File: src/rtl/ddr_cmd_scheduler.sv
// Single-bank open-page DRAM command scheduler: turns host read/write requests
// into timed ACT/RD/WR/PR/REF pulses for the DRAM timing emulator.
module ddr_cmd_scheduler #(
    parameter int WIDTH = 4,
    parameter int ROWS  = 131072,
    parameter int COLS  = 1024,
    parameter int TRCD  = 3,
    parameter int TRP   = 3,
    parameter int TRAS  = 6,
    parameter int TWR   = 2,
    parameter int TRFC  = 8,
    parameter int TREFI = 200
) (
    input  logic                     clk,
    input  logic                     rst_n,
    input  logic                     halt,
    input  logic                     req_valid,
    output logic                     req_ready,
    input  logic                     req_write,
    input  logic [$clog2(ROWS)-1:0]  req_row,
    input  logic [$clog2(COLS)-1:0]  req_col,
    input  logic [WIDTH-1:0]         req_data,
    output logic                     ACT,
    output logic                     RD,
    output logic                     WR,
    output logic                     PR,
    output logic                     REF,
    output logic [$clog2(ROWS)-1:0]  row,
    output logic [$clog2(COLS)-1:0]  column,
    output logic [WIDTH-1:0]         dq_reg,
    output logic                     row_open,
    output logic [$clog2(ROWS)-1:0]  open_row,
    output logic [2:0]               dbg_state
);

    localparam int RW = $clog2(ROWS);
    localparam int CW = $clog2(COLS);
    localparam int TW = 8;
    localparam int FW = $clog2(TREFI);

    typedef enum logic [2:0] {
        S_IDLE     = 3'd0,
        S_ACT_WAIT = 3'd1,
        S_OPEN     = 3'd2,
        S_PRE      = 3'd3,
        S_PRE_WAIT = 3'd4,
        S_REF      = 3'd5,
        S_REF_WAIT = 3'd6
    } state_t;

    state_t           r_state, w_state_n;
    logic             r_hold_v, r_hold_write;
    logic [RW-1:0]    r_hold_row;
    logic [CW-1:0]    r_hold_col;
    logic [WIDTH-1:0] r_hold_data;
    logic             r_act, r_rd, r_wr, r_pr, r_ref;
    logic [RW-1:0]    r_row, r_open_row;
    logic [CW-1:0]    r_col;
    logic [WIDTH-1:0] r_dq;
    logic             r_row_open;
    logic [TW-1:0]    r_cnt_act, r_cnt_pr, r_cnt_wr, r_cnt_ref;
    logic [FW-1:0]    r_refi;
    logic             r_ref_pending;

    logic             w_act, w_rd, w_wr, w_pr, w_ref, w_any;
    logic             w_hold_set, w_hold_clr, w_accept, w_hit;
    logic [RW-1:0]    w_cmd_row;
    logic [CW-1:0]    w_cmd_col;
    logic [WIDTH-1:0] w_cmd_dq;
    logic             w_trcd_ok, w_tras_ok, w_twr_ok, w_trp_ok, w_trfc_ok;
    logic [FW-1:0]    w_refi_inc;

    // Counters hold "edges elapsed since the command, minus one" and saturate,
    // so a command registered on this edge is T cycles after one at cnt == T-1.
    function automatic logic [TW-1:0] sat_inc(input logic [TW-1:0] v);
        return (v == {TW{1'b1}}) ? v : v + 1'b1;
    endfunction

    assign w_trcd_ok  = r_cnt_act >= TW'(TRCD - 1);
    assign w_tras_ok  = r_cnt_act >= TW'(TRAS - 1);
    assign w_twr_ok   = r_cnt_wr  >= TW'(TWR - 1);
    assign w_trp_ok   = r_cnt_pr  >= TW'(TRP - 1);
    assign w_trfc_ok  = r_cnt_ref >= TW'(TRFC - 1);
    assign w_refi_inc = r_refi + 1'b1;

    // Handshake: a request transfers on a rising edge where req_valid and
    // req_ready are both high; req_ready is low during and while in reset.
    assign req_ready = rst_n & ~halt & ~r_ref_pending &
                       ((r_state == S_IDLE) | ((r_state == S_OPEN) & ~r_hold_v));
    assign w_accept  = req_valid & req_ready;
    assign w_hit     = (req_row == r_open_row);
    assign w_any     = w_act | w_rd | w_wr | w_pr | w_ref;

    always_comb begin
        w_state_n  = r_state;
        w_act      = 1'b0;
        w_rd       = 1'b0;
        w_wr       = 1'b0;
        w_pr       = 1'b0;
        w_ref      = 1'b0;
        w_hold_set = 1'b0;
        w_hold_clr = 1'b0;
        w_cmd_row  = r_row;
        w_cmd_col  = r_col;
        w_cmd_dq   = r_dq;
        case (r_state)
            S_IDLE: begin
                if (r_ref_pending) begin
                    w_state_n = S_REF;
                end else if (w_accept) begin
                    w_act      = 1'b1;
                    w_cmd_row  = req_row;
                    w_hold_set = 1'b1;
                    w_state_n  = S_ACT_WAIT;
                end
            end
            S_ACT_WAIT: begin
                if (w_trcd_ok) begin
                    w_wr       = r_hold_write;
                    w_rd       = ~r_hold_write;
                    w_cmd_row  = r_hold_row;
                    w_cmd_col  = r_hold_col;
                    w_cmd_dq   = r_hold_data;
                    w_hold_clr = 1'b1;
                    w_state_n  = S_OPEN;
                end
            end
            S_OPEN: begin
                if (r_ref_pending) begin
                    w_state_n = S_PRE;
                end else if (w_accept) begin
                    if (w_hit) begin
                        w_wr      = req_write;
                        w_rd      = ~req_write;
                        w_cmd_row = req_row;
                        w_cmd_col = req_col;
                        w_cmd_dq  = req_data;
                    end else begin
                        w_hold_set = 1'b1;
                        w_state_n  = S_PRE;
                    end
                end
            end
            S_PRE: begin
                if (w_tras_ok && w_twr_ok) begin
                    w_pr      = 1'b1;
                    w_cmd_row = r_open_row;
                    w_state_n = S_PRE_WAIT;
                end
            end
            S_PRE_WAIT: begin
                if (w_trp_ok) begin
                    if (r_ref_pending) begin
                        w_ref     = 1'b1;
                        w_state_n = S_REF_WAIT;
                    end else if (r_hold_v) begin
                        w_act     = 1'b1;
                        w_cmd_row = r_hold_row;
                        w_state_n = S_ACT_WAIT;
                    end else begin
                        w_state_n = S_IDLE;
                    end
                end
            end
            S_REF: begin
                if (w_trp_ok) begin
                    w_ref     = 1'b1;
                    w_state_n = S_REF_WAIT;
                end
            end
            S_REF_WAIT: begin
                if (w_trfc_ok) begin
                    if (r_hold_v) begin
                        w_act     = 1'b1;
                        w_cmd_row = r_hold_row;
                        w_state_n = S_ACT_WAIT;
                    end else begin
                        w_state_n = S_IDLE;
                    end
                end
            end
            default: w_state_n = S_IDLE;
        endcase
    end

    always_ff @(posedge clk or negedge rst_n) begin
        if (!rst_n) begin
            r_state       <= S_IDLE;
            r_hold_v      <= 1'b0;
            r_hold_write  <= 1'b0;
            r_hold_row    <= '0;
            r_hold_col    <= '0;
            r_hold_data   <= '0;
            r_act         <= 1'b0;
            r_rd          <= 1'b0;
            r_wr          <= 1'b0;
            r_pr          <= 1'b0;
            r_ref         <= 1'b0;
            r_row         <= '0;
            r_col         <= '0;
            r_dq          <= '0;
            r_row_open    <= 1'b0;
            r_open_row    <= '0;
            r_cnt_act     <= '1;
            r_cnt_pr      <= '1;
            r_cnt_wr      <= '1;
            r_cnt_ref     <= '1;
            r_refi        <= '0;
            r_ref_pending <= 1'b0;
        end else if (halt) begin
            // Frozen: pending work resumes on the first non-halted edge.
            r_act <= 1'b0;
            r_rd  <= 1'b0;
            r_wr  <= 1'b0;
            r_pr  <= 1'b0;
            r_ref <= 1'b0;
        end else begin
            r_state <= w_state_n;
            r_act   <= w_act;
            r_rd    <= w_rd;
            r_wr    <= w_wr;
            r_pr    <= w_pr;
            r_ref   <= w_ref;
            if (w_any) begin
                r_row <= w_cmd_row;
                r_col <= w_cmd_col;
                r_dq  <= w_cmd_dq;
            end
            if (w_hold_set) begin
                r_hold_v     <= 1'b1;
                r_hold_write <= req_write;
                r_hold_row   <= req_row;
                r_hold_col   <= req_col;
                r_hold_data  <= req_data;
            end else if (w_hold_clr) begin
                r_hold_v <= 1'b0;
            end
            if (w_rd || w_wr) begin
                r_row_open <= 1'b1;
                r_open_row <= w_cmd_row;
            end else if (w_pr) begin
                r_row_open <= 1'b0;
            end
            r_cnt_act <= w_act ? '0 : sat_inc(r_cnt_act);
            r_cnt_pr  <= w_pr  ? '0 : sat_inc(r_cnt_pr);
            r_cnt_wr  <= w_wr  ? '0 : sat_inc(r_cnt_wr);
            r_cnt_ref <= w_ref ? '0 : sat_inc(r_cnt_ref);
            if (w_ref) begin
                r_refi        <= '0;
                r_ref_pending <= 1'b0;
            end else if (!r_ref_pending) begin
                r_refi <= w_refi_inc;
                if (w_refi_inc == FW'(TREFI - 1)) begin
                    r_ref_pending <= 1'b1;
                end
            end
        end
    end

    assign ACT       = r_act;
    assign RD        = r_rd;
    assign WR        = r_wr;
    assign PR        = r_pr;
    assign REF       = r_ref;
    assign row       = r_row;
    assign column    = r_col;
    assign dq_reg    = r_dq;
    assign row_open  = r_row_open;
    assign open_row  = r_open_row;
    assign dbg_state = r_state;

endmodule

File: config.mk
export PLATFORM = sky130hd
export DESIGN_NAME = ddr_cmd_scheduler
export DESIGN_NICKNAME = d
export VERILOG_FILES = /design/src/rtl/ddr_cmd_scheduler.sv
export SDC_FILE = /design/constraint.sdc
export NUM_CORES = 1
export LEC_CHECK = 0
export CAP_MARGIN = 20
export CELL_PAD_IN_SITES_DETAIL_PLACEMENT = 0
export CELL_PAD_IN_SITES_GLOBAL_PLACEMENT = 1
export CORE_MARGIN = 5
export CORE_UTILIZATION = 40
export CTS_BUF_LIST = sky130_fd_sc_hd__clkbuf_8
export CTS_CLUSTER_DIAMETER = 150
export CTS_CLUSTER_SIZE = 30
export DETAILED_ROUTE_END_ITERATION = 8
export PLACE_DENSITY_LB_ADDON = 0.1
export SLEW_MARGIN = 20
export SYNTH_ARGS = -nofsm -noshare
export SYNTH_HDL_FRONTEND = slang
export SYNTH_SLANG_ARGS = --single-unit
File: constraint.sdc
create_clock -name clk -period 2.81 [get_ports clk]
set_input_delay 0.281 -clock clk [delete_from_list [all_inputs] [get_ports clk]]
set_output_delay 0.281 -clock clk [all_outputs]
set_load 0.01 [all_outputs]
Word-level counts from Yosys, hierarchy flattened
Cells that the tools add are included.
{"block": "op_classes", "add_sub_neg": 5, "n_lt_le_gt_ge": 5, "n_eq_ne": 28, "n_mux": 86, "bitwise_logic": 15, "n_reduce_logical": 18}
{"operator": "two-way mux 17 bit", "n": 11}
{"operator": "one-hot mux 17 bit (6 select lines)", "n": 1}
{"operator": "two-way mux 8 bit", "n": 10}
{"operator": "adder 8 x 1 -> 8 bit, second input constant", "n": 5}
{"operator": "equality test 8 bit, second input constant", "n": 5}
{"operator": "two-way mux 10 bit", "n": 4}
{"operator": "two-way mux 1 bit", "n": 37}
{"operator": "two-way mux 3 bit", "n": 11}
{"operator": "inequality test 2 bit, second input constant", "n": 12}
{"operator": "one-hot mux 3 bit (7 select lines)", "n": 1}
{"operator": "one-hot mux 10 bit (2 select lines)", "n": 1}
{"operator": "AND reduction 2 bit", "n": 10}
{"operator": "equality test 17 bit", "n": 1}
{"operator": "greater-or-equal comparator 8 x 2 -> 1 bit, second input constant", "n": 2}
{"operator": "greater-or-equal comparator 8 x 3 -> 1 bit, second input constant", "n": 2}
{"operator": "two-way mux 4 bit", "n": 4}
{"operator": "equality test 3 bit, second input constant", "n": 3}
{"operator": "inequality test 3 bit, second input constant", "n": 3}
{"operator": "AND reduction 9 bit", "n": 1}
{"operator": "greater-or-equal comparator 8 x 1 -> 1 bit, second input constant", "n": 1}
{"operator": "one-hot mux 1 bit (2 select lines)", "n": 4}
{"operator": "one-hot mux 4 bit (2 select lines)", "n": 1}
{"operator": "AND reduction 7 bit", "n": 1}
{"operator": "equality test 3 x 2 -> 1 bit, second input constant", "n": 2}
{"operator": "other kinds (10)", "n": 24}
{"block": "totals", "regBits": 131, "in_bits": 36, "output_inout_bits": 58, "wordCells": 179}

Logic depth before layout (Yosys ltp)
Gate-level depths: netlist of run 1.
{"block": "logic_depth", "ltp_word": 13, "depth_mapped": 10, "depth_no_buf": 8}

Worst setup path after synthesis of run 1
OpenSTA, ideal clock, no wires.
{"block": "synth_timing", "path_kind": "reg2reg", "start": "register r_cnt_wr[1]", "end": "register r_row[1] (netlist: row[1])", "setup_ps": 127, "arrival_ps": 2350, "required_ps": 2683, "path_slack_ps": 333, "path_stages_with_launch": 11, "path_buffers": 2, "synth_period_minus_slack_ps": 2477, "path_cell_list": "dfstp_2 > inv_1 > ha_1 > or4b_1 > o21ai_1 > or4_1 > buf_6 > nand4_4 > o31ai_4 > buf_6 > o2bb2ai_1"}
{"block": "synth_between", "elab_chain_len": 7, "elab_cells_between_ends": 9, "classes_between": "order compare: 1; mux: 4; bitwise: 2; reduce/logical: 2"}
{"item": "start, declared", "line": "61", "source": "logic [TW-1:0] r_cnt_act, r_cnt_pr, r_cnt_wr, r_cnt_ref;"}
{"item": "start signal, assigned", "line": "246", "source": "r_cnt_wr <= w_wr ? '0 : sat_inc(r_cnt_wr);"}
{"item": "greater-or-equal comparator 8 x 1 -> 1 bit (*)", "line": "81", "source": "assign w_twr_ok = r_cnt_wr >= TW'(TWR - 1);"}
{"item": "logical AND 1 bit (*)", "line": "145", "source": "if (w_tras_ok && w_twr_ok) begin"}
{"item": "two-way mux 1 bit", "line": "145"}
{"item": "two-way mux 1 bit", "line": "106", "source": "case (r_state)"}
{"item": "OR 1 bit (2 in a row)", "line": "92", "source": "assign w_any = w_act | w_rd | w_wr | w_pr | w_ref;"}
{"item": "AND reduction 2 bit (no source line)"}
{"item": "end signal, assigned", "line": "225", "source": "r_row <= w_cmd_row;"}
{"item": "end, declared", "line": "57", "source": "logic [RW-1:0] r_row, r_open_row;"}
Every way passes the cells marked *; elsewhere a longest branch is shown, timed or not.
A chain may end at the register's enable or synchronous reset.

Worst setup path after layout of run 1
{"block": "layout_timing", "start": "register r_cnt_act[0]", "end": "register r_open_row[0] (netlist: open_row[0])"}
{"block": "layout_between", "elab_chain_len": 5, "elab_cells_between_ends": 12, "classes_between": "order compare: 2; mux: 7; reduce/logical: 3"}
{"item": "start, declared", "line": "61"}
{"item": "start signal, assigned", "line": "244", "source": "r_cnt_act <= w_act ? '0 : sat_inc(r_cnt_act);"}
{"item": "greater-or-equal comparator 8 x 2 -> 1 bit", "line": "79", "source": "assign w_trcd_ok = r_cnt_act >= TW'(TRCD - 1);"}
{"item": "two-way mux 1 bit", "line": "118", "source": "if (w_trcd_ok) begin"}
{"item": "one-hot mux 1 bit (2 select lines)", "line": "106"}
{"item": "logical OR 1 bit", "line": "238", "source": "if (w_rd || w_wr) begin"}
{"item": "AND reduction 2 bit (no source line)"}
{"item": "end signal, assigned", "line": "240", "source": "r_open_row <= w_cmd_row;"}
{"item": "end, declared", "line": "57"}
Parallel ways exist; a longest one is shown, timed or not.

==> metrics, run 1 <==
DRC violation count after routing=0; placement-stage worst setup slack=-0.0359 ns; MaxCap Viol Count=0; final total power=8.26 mW; via count of the first global-routing pass=5,622; quantity of I/O buffers inserted on ports=93; critical path's slowest cell=sky130_fd_sc_hd__dfstp_2; layout net count=801; count of H-tree levels built during CTS=4; largest delay contributor family on the critical path=compound AO/OA/AOI/OAI gates; number of vias in the routed layout=5,341; adder and majority cell fraction of the synthesized area=0.0220; clock tree from TritonCTS=yes; clock buffer count from CTS=17; layout overhead on the synthesized area=25.2%; clock latency at the later pin of the worst-skew pair=0.45 ns; warnings from Yosys=0; global-route met1 utilization=0.244; met2 Resource Use GR=0.294; Clock Sinks=131; I/O pin count=94; first-pass GRT wire length=29.4 mm; floorplan row count=47; final worst-path setup slack=0.0881 ns; Cells after DPL=953; antenna fix cells=0; final hold viol count=0; Synth cell types=63; overall fraction of global-route tracks in use=0.184; endpoint required time on the critical path=3.12 ns; antenna viol nets, final=0; vertical die dimension=141 microns; number of storage elements in the synthesis netlist=131; Clock Skew=0.0125 ns; nature of the critical path endpoint=flop; Max Fanout on Critical Path=17; fraction of synthesized area in multiplexers=0.113; final clock period utilization by the worst path=0.969; gate count after technology mapping=639; worst path buffer plus inverter count=2; Worst Tran Pin Value=0.950 ns; RD Place Congestion=0.832; routed length per placed instance=17.7 microns; Top FF cell, synth=sky130_fd_sc_hd__dfrtp_1; run status=completed; clock tree buffer depth=2; multi-input logic area=3270 sq um; remaining max-slew budget at the tightest pin=0.367; number of max-slew violations in the final report=0; RSZ-0062 raised after global routing=no; Slowest Stage Delay on Critical Path=0.58 ns; WL final=17.4 mm; post-synthesis compound-gate area fraction=0.138; post-detailed-route via-to-cell ratio=5.42; clock transition time at the flip-flop clock pins of the worst setup and hold paths=0.08 ns; area used by sequential logic in the layout=3320 sq um; total power per unit cell area=966 nW/um^2; Setup violations, final=0; number of synthesized flops with an enable pin=0; initial cell density of the core=0.409; Filler Cell Count=1,552; combinational family with the most area after synthesis=simple AND/OR/NAND/NOR gates; final HPWL from detailed placement=12.0 mm; ordered cell list for the critical path=inv_1 -> ha_1 -> or4_1 -> o21ai_1 -> nand3_1 -> buf_4 -> a222oi_1 -> a21boi_0 -> mux2i_1; placeable core area=16,700 sq um; type of the worst setup path=flop to flop; count of placed standard cells in the final layout, fillers left out=985; Synth Area in XOR/XNOR=0.0513; netlist area before placement=6840 sq um; Crit path arrival time=3.03 ns; average instance area after synthesis=10.7 sq um; share of cells above drive strength 1=0.205; Die Outline Area=19,800 sq um; CTS hold repair buffers=0; class of the worst hold path=input port to async pin; Root Buffer=sky130_fd_sc_hd__clkbuf_8; routing usage on met3=0.0562; kind of start point of the critical path=flop; busiest grt layer=met2; pin count of the biggest net entering global routing=73; leakage power=3.56 nW; share of synthesized cell area in and, or, nand and nor gates=0.148; post-synthesis net count=687; worst vdd rail ir drop=419 uV; Die X=141 microns; overflow left after global routing=0; Tmin final=2.72 ns; router iterations before antenna repair=8; register area share after synthesis=0.485; number of DRC violations after detailed-routing iteration 0=372; proportion of synthesized flip-flops having asynchronous set or reset=1.00; maximum clock frequency=0.367 GHz; antenna violations before repair=1
## final timing paths
kind                              startpoint            end  slack (ns)  depth (start not counted)
worst max-delay path            r_cnt_act[0]    open_row[0]        0.09                          9
worst min register to register      row_open       row_open        0.49                          1
worst min-delay path                   rst_n   open_row[11]       0.003                          2
worst max register to register  r_cnt_act[0]    open_row[0]        0.09                          9
min in group clk                  req_col[3]  r_hold_col[3]        0.48                          2
max in group asynchronous              rst_n  r_hold_col[5]        1.37                          3
## routing by layer
metal | vias up | wire, microns
li1 | 2539 | -
met1 | 2659 | 7990
met2 | 127 | 8350
met3 | 14 | 909
met4 | 2 | 162
met5 | - | 13
## timing repair
action,in CTS,in global routing
setup endpoints to repair,13,8
pin swaps,1,0
buffers inserted,1,0
hold endpoints to repair,0,0
gates cloned,0,0
gates resized for setup,1,8
## cell usage after synthesis, types with 3 or more instances
cell	n	area, sq um
sky130_fd_sc_hd__or2_2	3	18.8
sky130_fd_sc_hd__a222oi_1	17	170
sky130_fd_sc_hd__o2bb2ai_1	17	149
sky130_fd_sc_hd__and2_1	6	37.5
sky130_fd_sc_hd__nor3_1	15	75.1
sky130_fd_sc_hd__a21oi_1	15	75.1
sky130_fd_sc_hd__buf_2	8	40.0
sky130_fd_sc_hd__o22ai_1	3	18.8
sky130_fd_sc_hd__xnor2_1	13	114
sky130_fd_sc_hd__dfstp_2	32	841
sky130_fd_sc_hd__xor2_1	27	236
sky130_fd_sc_hd__mux2i_1	22	220
sky130_fd_sc_hd__a21boi_1	6	45.0
sky130_fd_sc_hd__mux2_1	7	78.8
sky130_fd_sc_hd__buf_6	5	56.3
sky130_fd_sc_hd__ha_1	12	150
sky130_fd_sc_hd__nor2_1	41	154
sky130_fd_sc_hd__inv_1	33	124
sky130_fd_sc_hd__nand2b_1	5	31.3
sky130_fd_sc_hd__or4_1	7	52.6
sky130_fd_sc_hd__nand2_1	68	255
sky130_fd_sc_hd__a211oi_1	4	30.0
sky130_fd_sc_hd__nand4_1	12	75.1
sky130_fd_sc_hd__dfrtp_1	99	2480
sky130_fd_sc_hd__o31ai_1	4	30.0
sky130_fd_sc_hd__a2111oi_0	3	26.3
sky130_fd_sc_hd__mux2_2	42	473
sky130_fd_sc_hd__nor4_1	9	56.3
sky130_fd_sc_hd__and3_1	7	43.8
sky130_fd_sc_hd__or3_1	3	18.8
sky130_fd_sc_hd__o21ai_0	15	75.1
sky130_fd_sc_hd__clkbuf_1	14	52.6
sky130_fd_sc_hd__nand3_1	15	75.1
sky130_fd_sc_hd__a21boi_0	9	67.6
sky130_fd_sc_hd__a21o_1	4	30.0
## cells by family (layout without fill, tap and decap cells)
kind of cell | Yosys count | in the layout
AO/OA/AOI/OAI | 120 | 120
XOR/XNOR | 40 | 40
adder cells (fa/ha/maj) | 12 | 12
buffers and inverters | 62 | 188
flip-flops | 131 | 131
multiplexers | 71 | 71
AND/OR/NAND/NOR | 203 | 203
## per-stage QoR
| step | setup TNS, ns | hold WS, ns | util | instance area, sq um |
|---|---|---|---|---|
| 5_1_grt | 0 | 0.0512 | 0.512 | 8560 |
| 3_3_place_gp | 0 | 0.463 | 0.489 | 8160 |
| 6_report | 0 | 0.00286 | 0.512 | 8560 |
| 2_1_floorplan | 0 | -0.0146 | - | 6840 |
| 3_5_place_dp | -0.107 | 0.473 | 0.489 | 8170 |
| 4_1_cts | 0 | 0.0126 | 0.511 | 8540 |
## placed cells by master (no fill, tap or decap), drive strengths merged, types with 4 or more instances in the layout
cell           Yosys  final
a211oi             5      5
a21boi            17     17
a21o               4      4
a21oi             16     16
a222oi            17     17
and2               6      6
and3               7      7
buf               15     32
clkbuf            14     18
clkdlybuf4s50      0     92
clkinv             0      6
dfrtp             99     99
dfstp             32     32
ha                12     12
inv               33     37
mux2              49     49
mux2i             22     22
nand2             68     68
nand2b             5      5
nand3             15     15
nand4             13     13
nor2              41     41
nor3              15     15
nor4              11     11
o21ai             17     17
o2bb2ai           17     17
o31ai              5      5
or4                7      7
xnor2             13     13
xor2              27     27
## final cells by class
cell class	instances	area share
Sequential cell	131	0.388
Multi-Input combinational cell	446	0.383
Timing Repair Buffer	124	0.142
Tap cell	220	0.0322
Clock buffer	18	0.0290
Inverter	33	0.0145
Clock inverter	13	0.0120
## power by group
part	switching, mW	internal [mW]	leakage, nW	total, mW
clock network	0.805	0.639	0.172	1.44
registers	0.644	2.73	1.59	3.38
logic	1.70	1.75	1.79	3.44
total	3.15	5.12	3.56	8.26
No activity file was read; power rests on OpenSTA's default activity.
==> run 2, diff against run 1 <==
--- a/config.mk
+++ b/config.mk
@@ -14,7 +14,7 @@
 export CTS_CLUSTER_DIAMETER = 150
 export CTS_CLUSTER_SIZE = 30
 export DETAILED_ROUTE_END_ITERATION = 8
-export PLACE_DENSITY_LB_ADDON = 0.1
+export PLACE_DENSITY = 0.84
 export SLEW_MARGIN = 20
 export SYNTH_ARGS = -nofsm -noshare
 export SYNTH_HDL_FRONTEND = slang
==> run 2 against run 1 <==
Net effect: combinational power down 2%; die area unchanged; design area up 1.2%; routed wire length down 2.2%; non-clock buffer count down 1.
==> metrics, run 2 (same netlist as run 1, synthesis figures left out) <==
Crit path arrival time=2.96 ns; CTS hold repair buffers=0; pin count of the biggest net entering global routing=69; leading cell type in the layout, fill and taps excluded=sky130_fd_sc_hd__dfrtp_1; share of the core filled with cells=0.518; router iterations before antenna repair=4; critical path's slowest cell=sky130_fd_sc_hd__dfstp_2; total power per unit cell area=990 nW/um^2; clock latency at the later pin of the worst-skew pair=0.45 ns; count of H-tree levels built during CTS=4; final total power=8.57 mW; WL final=17.1 mm; layout overhead on the synthesized area=26.7%; number of vias in the routed layout=5,438; final HPWL from detailed placement=11.9 mm; endpoint required time on the critical path=3.14 ns; post-detailed-route via-to-cell ratio=5.52; antenna violations before repair=0; Tmin final=2.64 ns; antenna fix cells=0; Max Fanout on Critical Path=17; class of the worst hold path=input port to async pin; clock tree buffer depth=2; MaxCap Viol Count=0; Die X=141 microns; worst vdd rail ir drop=465 uV; remaining max-slew budget at the tightest pin=0.408; placeable core area=16,700 sq um; via count of the first global-routing pass=5,755; Worst Tran Pin Value=0.889 ns; kind of start point of the critical path=flop; leakage power=3.61 nW; overflow left after global routing=0; final hold viol count=0; nature of the critical path endpoint=flop; antenna viol nets, final=0; clock transition time at the flip-flop clock pins of the worst setup and hold paths=0.08 ns; maximum clock frequency=0.379 GHz; clock tree from TritonCTS=yes; share of cells above drive strength 1=0.209; initial cell density of the core=0.409; number of DRC violations after detailed-routing iteration 0=406; type of the worst setup path=flop to flop; floorplan row count=47; ordered cell list for the critical path=inv_1 -> ha_1 -> or4b_1 -> o21ai_2 -> buf_4 -> nor4_2 -> buf_12 -> a222oi_1 -> a21boi_1 -> mux2i_1; RD Place Congestion=0.836; worst path buffer plus inverter count=3; RSZ-0062 raised after global routing=no; routed length per placed instance=17.3 microns; clock buffer count from CTS=17; largest delay contributor family on the critical path=compound AO/OA/AOI/OAI gates; layout net count=800; run status=completed; vertical die dimension=141 microns; most used cells in the layout excluding fill and tap cells=sky130_fd_sc_hd__dfrtp_1, sky130_fd_sc_hd__clkdlybuf4s50_1, sky130_fd_sc_hd__nand2_1, sky130_fd_sc_hd__mux2_2, sky130_fd_sc_hd__nor2_1; Die Outline Area=19,800 sq um; final clock period utilization by the worst path=0.938; quantity of I/O buffers inserted on ports=93; Setup violations, final=0; Root Buffer=sky130_fd_sc_hd__clkbuf_8; Clock Sinks=131; Clock Skew=0.0108 ns; DRC violation count after routing=0; first-pass GRT wire length=29.4 mm; overall fraction of global-route tracks in use=0.181; number of max-slew violations in the final report=0; I/O pin count=94; Slowest Stage Delay on Critical Path=0.55 ns
==> run 2: cell type report <==
cell class | count | area [sq um]
clock buffers | 18 | 248
multi-input cells | 446 | 3270
inverters | 33 | 124
clock inverters | 14 | 191
fillers | 1463 | 8040
well taps | 220 | 275
flip-flops and latches | 131 | 3320
repair buffers | 123 | 1230
==> run 2: report_power, final <==
group          switching [mW]  internal, mW
Clock                   0.829         0.934
Sequential              0.696          2.73
Combinational            1.65          1.73
==> run 2: repair_timing <==
action                     4_1_cts  5_1_grt
gates resized for setup          0       15
buffers inserted                 1        0
setup endpoints to repair        2       23
gates cloned                     0        0
pin swaps                        1        0
==> run 2: routing by layer <==
layer  part of all wire  vias to the layer above  GRT usage
met1               0.44                     2723      0.238
met2               0.49                      156      0.295
met4             0.0083                        0     0.0561
li1                   -                     2548          -
met5                  0                        -          0
met3              0.055                       11     0.0437
==> run 2: final timing paths <==
path / from / endpoint / slack (ns) / depth (start not counted)
setup / recovery: r_cnt_wr[1] / open_row[9] / 0.17 / 10
hold / removal: rst_n / PR / 0.07 / 2
setup reg to reg: r_cnt_wr[1] / open_row[9] / 0.17 / 10
hold reg to reg: row_open / row_open / 0.48 / 1
max in group asynchronous: rst_n / dbg_state[2] / 1.39 / 3
min in group clk: req_col[3] / r_hold_col[3] / 0.48 / 2
==> run 2: metrics by stage <==
| stage | instance area, sq um | TNS (ns) | hold slack [ns] | worst slack (ns) | instances |
|---|---|---|---|---|---|
| finish | 8660 | 0 | 0.0707 | 0.173 | 985 |
| global route | 8660 | 0 | 0.128 | 0.00947 | 985 |
| global placement | 8180 | 0 | 0.466 | 0.0305 | 952 |
| CTS | 8630 | 0 | 0.0649 | 0.0835 | 985 |
| detailed placement | 8180 | -0.0238 | 0.474 | -0.00802 | 952 |
| floorplan | 6840 | 0 | -0.0146 | 0.333 | 639 |
